<file path="src/rtl/uart_rx_fifo.sv">
// Receive-side byte buffer between uart_rx and the CPU peripheral block.
// First-word fall-through FIFO with a sticky overflow flag, an idle
// timer and a registered level interrupt.
module uart_rx_fifo #(
  parameter int DEPTH   = 16,
  parameter int ADDR_W  = 4,
  parameter int THRESH  = 8,
  parameter int TIMEOUT = 1024
) (
  input  logic              clk,
  input  logic              reset,
  input  logic              rx_valid,
  input  logic [7:0]        rx_data,
  input  logic              rd_en,
  output logic [7:0]        rd_data,
  output logic              empty,
  output logic              full,
  output logic [ADDR_W:0]   count,
  output logic              overflow,
  input  logic              clr_ovf,
  input  logic              irq_en,
  output logic              irq
);

  localparam int TMR_W = $clog2(TIMEOUT + 1);
  localparam logic [TMR_W-1:0]  TMR_MAX  = TMR_W'(TIMEOUT);
  localparam logic [ADDR_W:0]   DEPTH_C  = (ADDR_W + 1)'(DEPTH);
  localparam logic [ADDR_W:0]   THRESH_C = (ADDR_W + 1)'(THRESH);

  logic [7:0]        mem_q [DEPTH];
  logic [ADDR_W-1:0] wr_ptr_q, wr_ptr_d;
  logic [ADDR_W-1:0] rd_ptr_q, rd_ptr_d;
  logic [ADDR_W:0]   count_q, count_d;
  logic [TMR_W-1:0]  timer_q, timer_d;
  logic              ovf_q, ovf_d;
  logic              irq_q, irq_d;
  logic              empty_w, full_w;
  logic              push, pop, drop;

  assign empty_w = (count_q == '0);
  assign full_w  = (count_q == DEPTH_C);

  // A pop frees a slot in the same cycle, so a full buffer still accepts a byte.
  assign pop  = rd_en && !empty_w;
  assign push = rx_valid && (!full_w || pop);
  assign drop = rx_valid && full_w && !pop;

  // Next-state logic for pointers, level, overflow, idle timer and interrupt.
  always_comb begin
    wr_ptr_d = wr_ptr_q;
    rd_ptr_d = rd_ptr_q;
    count_d  = count_q;
    timer_d  = timer_q;
    ovf_d    = ovf_q;
    irq_d    = 1'b0;

    if (push) wr_ptr_d = wr_ptr_q + ADDR_W'(1);
    if (pop)  rd_ptr_d = rd_ptr_q + ADDR_W'(1);

    case ({push, pop})
      2'b10:   count_d = count_q + (ADDR_W + 1)'(1);
      2'b01:   count_d = count_q - (ADDR_W + 1)'(1);
      default: count_d = count_q;
    endcase

    // A drop in the same cycle as a clear keeps the flag set.
    if (drop)         ovf_d = 1'b1;
    else if (clr_ovf) ovf_d = 1'b0;

    // Timer only runs while data sits untouched in the buffer.
    if (push || pop || empty_w) timer_d = '0;
    else if (timer_q != TMR_MAX) timer_d = timer_q + TMR_W'(1);

    // Interrupt follows the values count and timer take at this edge.
    irq_d = irq_en && ((count_d >= THRESH_C) || (timer_d == TMR_MAX));
  end

  // Control state registers.
  always_ff @(posedge clk or negedge reset) begin
    if (!reset) begin
      wr_ptr_q <= '0;
      rd_ptr_q <= '0;
      count_q  <= '0;
      timer_q  <= '0;
      ovf_q    <= 1'b0;
      irq_q    <= 1'b0;
    end else begin
      wr_ptr_q <= wr_ptr_d;
      rd_ptr_q <= rd_ptr_d;
      count_q  <= count_d;
      timer_q  <= timer_d;
      ovf_q    <= ovf_d;
      irq_q    <= irq_d;
    end
  end

  // Byte storage; cleared on reset so the head reads 0 after reset.
  always_ff @(posedge clk or negedge reset) begin
    if (!reset) begin
      for (int i = 0; i < DEPTH; i++) mem_q[i] <= '0;
    end else if (push) begin
      mem_q[wr_ptr_q] <= rx_data;
    end
  end

  assign rd_data  = mem_q[rd_ptr_q];
  assign empty    = empty_w;
  assign full     = full_w;
  assign count    = count_q;
  assign overflow = ovf_q;
  assign irq      = irq_q;

endmodule

</file>
<file path="config.mk">
export PLATFORM = sky130hd
export DESIGN_NAME = uart_rx_fifo
export DESIGN_NICKNAME = d
export VERILOG_FILES = /design/src/rtl/uart_rx_fifo.sv
export SDC_FILE = /design/constraint.sdc
export NUM_CORES = 1
export LEC_CHECK = 0
export ABC_AREA = 1
export CORE_ASPECT_RATIO = 1.2
export CORE_MARGIN = 10
export CORE_UTILIZATION = 60
export CTS_BUF_LIST = sky130_fd_sc_hd__clkbuf_16
export DETAILED_ROUTE_END_ITERATION = 16
export GPL_ROUTABILITY_DRIVEN = 0
export PLACE_DENSITY = 0.76
export SETUP_SLACK_MARGIN = 0.5
export SLEW_MARGIN = 20
export SYNTH_ARGS = -nofsm -noshare
export SYNTH_HDL_FRONTEND = slang
export SYNTH_SLANG_ARGS = --single-unit
</file>
<file path="constraint.sdc">
create_clock -name clk -period 2.8 [get_ports clk]
set_clock_uncertainty 0.2 [all_clocks]
set_input_delay 0.56 -clock clk [delete_from_list [all_inputs] [get_ports clk]]
set_output_delay 0.56 -clock clk [all_outputs]
set_load 0.01 [all_outputs]
</file>
# == Word level (Yosys, flattened, before mapping) ==
# Index checks and enable logic that the tools add are counted.
# totals
ff_bits,154
in_bits,14
word_cells,64
# classes
n_addsub,5
n_lt_le_gt_ge,4
eq_ne,5
mux,11
bitwise_logic,2
reduce_logical,15
# ops
op,n
$bwmux 128,1
$bmux 8 s4,1
$demux 8 s4,1
$mux 8,3
$mux 11,2
$add 11x1->11 const B,1
$eq 11x11->1 const B,1
$ne 11x11->1 const B,1
$ge 5x5->1 const B,2
$not 4->5,2
$pmux 5 s2,1
$add 4x1->4 const B,2
$logic_and 1x1->1,6
$add 5x1->5 const B,1
$eq 5x5->1 const B,1
$ge 5x4->1 const B,1
$logic_not 5->1,1
$lt 5x1->1 const B,1
$sub 5x1->5 const B,1
$logic_or 1x1->1,4
$logic_not 1->1,3
$eq 2x1->1 const B,1
$eq 2x2->1 const B,1
$mux 1,2
$reduce_bool 2->1,1

# == Logic depth before layout (Yosys ltp) ==
# depth
depth_word,11
depth_mapped,18
ltp_nobuf,18

# == Least setup slack after synthesis ==
# No wires, ideal clock.
# synth_path
path_type,reg-to-reg
from,reg count_q[3] (netlist: count[3])
to,reg irq_q (netlist: irq)
arrival_time_ps,2165
required_time_ps,2479
slack_ps,314
path_stages_with_launch,18
cell_sequence,dfrtp_1 > nor2_2 > nand3_2 > nor2_4 > nand2_2 > nand2_4 > ha_1 > xor2_1 > ha_1 > inv_1 > nand2_1 > nand3_1 > nand3b_1 > nand2_1 > nand2_1 > nand2_1 > nor2_1 > a21oi_1
# synth_via
word_cells_on_any_way,19
cone_classes,add/sub (2); order compare (1); eq/ne (4); mux (2); reduce/logical (10)
# synth_rtl
element,line,source
start: declaration,33,"logic [ADDR_W:0] count_q, count_d;"
start signal: assignment,90,count_q <= count_d;
$eq 5x5->1 *,41,assign full_w = (count_q == DEPTH_C);
via full,17,"output logic full,"
$logic_not 1->1 *,45,assign push = rx_valid && (!full_w || pop);
$logic_or 1x1->1 *,45,
$logic_and 1x1->1 *,45,
$eq 2x1->1 or $eq 2x2->1 (tied branches),60,"case ({push, pop})"
$pmux 5 s2 *,60,
via count_d[4],33,
$ge 5x4->1 *,75,irq_d = irq_en && ((count_d >= THRESH_C) || (timer_d == TMR_MAX));
$logic_or 1x1->1 *,75,
$logic_and 1x1->1 *,75,
via irq_d,36,"logic irq_q, irq_d;"
end signal: assignment,93,irq_q <= irq_d;
end: declaration,36,
# Mark *: on every way through the listed nets, which the timed path passes. The rest lies on a longest branch.
# A chain may end at the register's enable or synchronous reset.

# == Final worst setup path ==
# layout_path
from,reg rd_ptr_q[0]
to,out rd_data[5]
# layout_via
elab_chain_len,4
# layout_rtl
element,line,source
start: declaration,32,"logic [ADDR_W-1:0] rd_ptr_q, rd_ptr_d;"
start signal: assignment,89,rd_ptr_q <= rd_ptr_d;
$not 4->5 (not written as such),106,assign rd_data = mem_q[rd_ptr_q];
$bmux 8 s4,106,
$mux 8 (not written as such) (2 in series),106,
end: declaration,15,"output logic [7:0] rd_data,"
# Every way passes these cells. The select of a mux whose other input is x is not followed.

==> flow_summary_export.csv <==
group,metric,value,unit
clocking,insertion_delay,0.43,ns
clocking,cts_sinks,154,
grt,overflow,0,
synthesis,syn_nets,868,
detailed_routing,firstDrtPassIters,5,
pwr,p_leak,4.222,nW
cells_and_area,multi_input_area,0.003423,sq mm
cells_and_area,drive_gt1_share,16.87,%
detailed_routing,initialDrtViolationCount,726,
critical_path,crit_required,2.04,ns
synthesis,synth_edf_count,0,
pwr,swShare,40.34,%
synthesis,async_reset_ff_share,100.0,%
pwr,seqPwrFrac,34.7,%
cells_and_area,stdcell_area,0.009044,sq mm
floorplanning,ioPinCount,31,
synthesis,syn_inst,842,
pwr,internal_power,6.701,mW
sta,fin_ws,-0.01835,ns
clocking,clkTransAtPathRegs,0.06,ns
pwr,p_comb_share,45.7,%
pwr,vdd_drop_max,1.031,mV
place,hpwl,12670,microns
status,violations,"negative setup slack",
place,place_worst_setup_slack,-0.003297,ns
critical_path,path_buf_inv,4,
clocking,cts-htree-levels,4,
critical_path,critPathMaxStageDelay,0.48,ns
synthesis,synth.top_cell.area_share,51.47,%
critical_path,worst_path_dominant_cell_family,"buffers and inverters",
sta,min_period,2.818,ns
cells_and_area,nets,908,
pwr,p_switching,4.532,mW
clocking,clockBufferDepth,2,
grt,grt_start_max_net_pins,71,
sta,maxSlewHeadroom,52.94,%
critical_path,cp.arrival,2.06,ns
floorplanning,start_util,61.54,%
cells_and_area,final_cell_mix,"191 x nand2_1, 150 x dfrtp_1, 120 x o21ai_1",
detailed_routing,vias_per_cell,6.077,
cells_and_area,regArea,0.003859,sq mm
floorplanning,die_x,122.0,microns
place,placed_area,0.007990,sq mm
clocking,root_buffer,"clkbuf_16",
run,drv_cap,0,
synthesis,syn_avg_cell_area,8.892,sq um
critical_path,crit_fanout,7,
sta,worst_pin_slew,0.7052,ns
detailed_routing,drc,0,
sta,min_period_over_period,100.7,%
sta,final_hold_viol_count,0,
sta,hold_ws,0.2920,ns
floorplanning,fp.dieH,142.4,microns
cells_and_area,fillers,842,
sta,max_freq,354.8,MHz
synthesis,ys.flop_type,"dfrtp_1",
critical_path,crit_path_end_kind,"primary output",
synthesis,synthTopCellsByArea,"dfrtp_1 51%, nand2_1 9.9%, o21ai_1 7.1%",
clocking,cts_inserted_buffers,17,
detailed_routing,vias,6417,
sta,setup_violations,1,
floorplanning,core_area,0.01217,sq mm
grt,grt_pass1_vias,6380,
synthesis,ys_seq_area_share,51.47,%
critical_path,crit_chain,"buf_12 -> buf_8 -> buf_4 -> mux2i_2 -> o221ai_1 -> nand3_1 -> nand2_1 -> buf_2",
critical_path,worst_path_max_delay_cell,"dfrtp_2",
grt,antenna_found_initial,0,
critical_path,worstSetupPathType,"flip-flop to primary output",
grt,gr-usage-all-layers,23.66,%
synthesis,netlist_area,0.007487,sq mm
cells_and_area,final_common_cell,"nand2_1",
floorplanning,dieArea,0.01737,sq mm
cells_and_area,utilization,74.33,%
synthesis,synth_seq_cells,154,
synthesis,synth_cell_types,34,
worst_hold_path,min_path_type,"flip-flop to flip-flop",
cells_and_area,diodes,0,
detailed_routing,post_drt_wl_per_cell,19.56,microns
status,run_status,"finished with violations",
detailed_routing,postRouteAntennaNets,0,
synthesis,yosysWarnings,0,
place,portBuffers,30,
critical_path,cp-start-kind,"flip-flop",
clocking,cts_tree,"done",
synthesis,synth_top_cell_by_area,"dfrtp_1",
grt,grt_pass1_wl,32410,microns
cells_and_area,area.growth.synth_to_final,20.79,%
pwr,p_clk_share,19.6,%
detailed_routing,drt_wl_total,20660,microns
floorplanning,rows,44,
sta,grt_setup_unrepaired,"yes",
pwr,powerDensity,1242,mW/mm^2
sta,finalSetupTns,-0.01835,ns
sta,slew_violations,0,
[final timing paths]
path / depth (start not counted) / endpoint / start / slack, ns
setup / recovery: 8 / rd_data[5] / rd_ptr_q[0] / -0.02
hold / removal: 2 / mem_q[25] / mem_q[25] / 0.29
setup reg to reg: 17 / irq / count[1] / 0.29
hold reg to reg: 2 / mem_q[25] / mem_q[25] / 0.29
max in group asynchronous: 3 / mem_q[16] / reset / 1.39
min in group asynchronous: 2 / timer_q[5] / reset / 0.37
[repair_timing]
item,in CTS,in global routing
buffers inserted,12,3
hold buffers,1,0
endpoints found under the hold margin,23,0
resized for setup,84,51
pin swaps,29,13
gates cloned,2,0
setup endpoints to repair,13,25
[power by group through the flow]
stage / combinational (mW) / clock (mW) / sequential, mW
floorplan: 2.83 / 0 / 3.64
global placement: 4.12 / 0 / 3.78
detailed placement: 4.27 / 0 / 3.81
CTS: 4.64 / 2.21 / 3.82
global route: 5.57 / 2.32 / 4.00
finish: 5.13 / 2.20 / 3.90
[logic make-up (layout without fill, tap and decap cells)]
group,after synthesis,in the layout,synth area share [%]
multiplexers,24,24,3.209
AND/OR/NAND/NOR,326,326,19.70
XOR/XNOR,11,11,1.287
AO/OA/AOI/OAI,210,210,15.96
adder cells (fa/ha/maj),12,12,2.005
flip-flops,154,154,51.47
buffers and inverters,105,158,6.367
[synth_stat cells, drive strengths merged, types with 9 or more instances]
cell type  instances
nand2            202
o21ai            166
dfrtp            154
nor2              71
inv               54
nand3             40
buf               24
clkbuf            24
mux2i             24
o221ai            24
ha                12
nand4              9
xor2               9
[worst reg2reg max path, stage by stage (launching register included)]
cell and delay [ns]:
dfrtp_2 0.47, inv_2 0.09, nand4_1 0.21, nand2_2 0.15, inv_2 0.06, ha_4 0.19, xor2_4 0.17, ha_2 0.21
inv_2 0.04, nand2_2 0.06, nand3_2 0.08, nand2_1 0.06, nand2_1 0.05, nand2_1 0.05, nand2_1 0.08, nand2_2 0.10
nor2_2 0.04, a21oi_1 0.12
[metrics by stage]
step / std cells / total power [mW]
6_report: 1056 / 11.23
2_1_floorplan: 842 / 6.465
3_3_place_gp: 1006 / 7.904
4_1_cts: 1053 / 10.67
5_1_grt: 1056 / 11.89
3_5_place_dp: 1006 / 8.081
[flip-flops by register name (all words and copies together), names as in the netlist]
register / flops
rd_ptr_q: 4
timer_q: 11
overflow: 1
count: 5
mem_q: 128
wr_ptr_q: 4
irq: 1
[routing by layer]
metal  track usage, %  wire length, microns
met1            27.32                  8073
met2            39.39                 10430
met3            6.272                  1380
met4            12.19                   775
met5                0                     0
[area by class of cell]
type                       instances  share of cell area (%)
multi-input combinational        583                   37.85
timing repair buffer              69                   8.592
clock inverter                    15                   1.508
tap                              161                   2.227
sequential                       154                   42.67
clock buffer                      17                   4.704
inverter                          57                   2.449
Power figures use the tool's default switching activity.
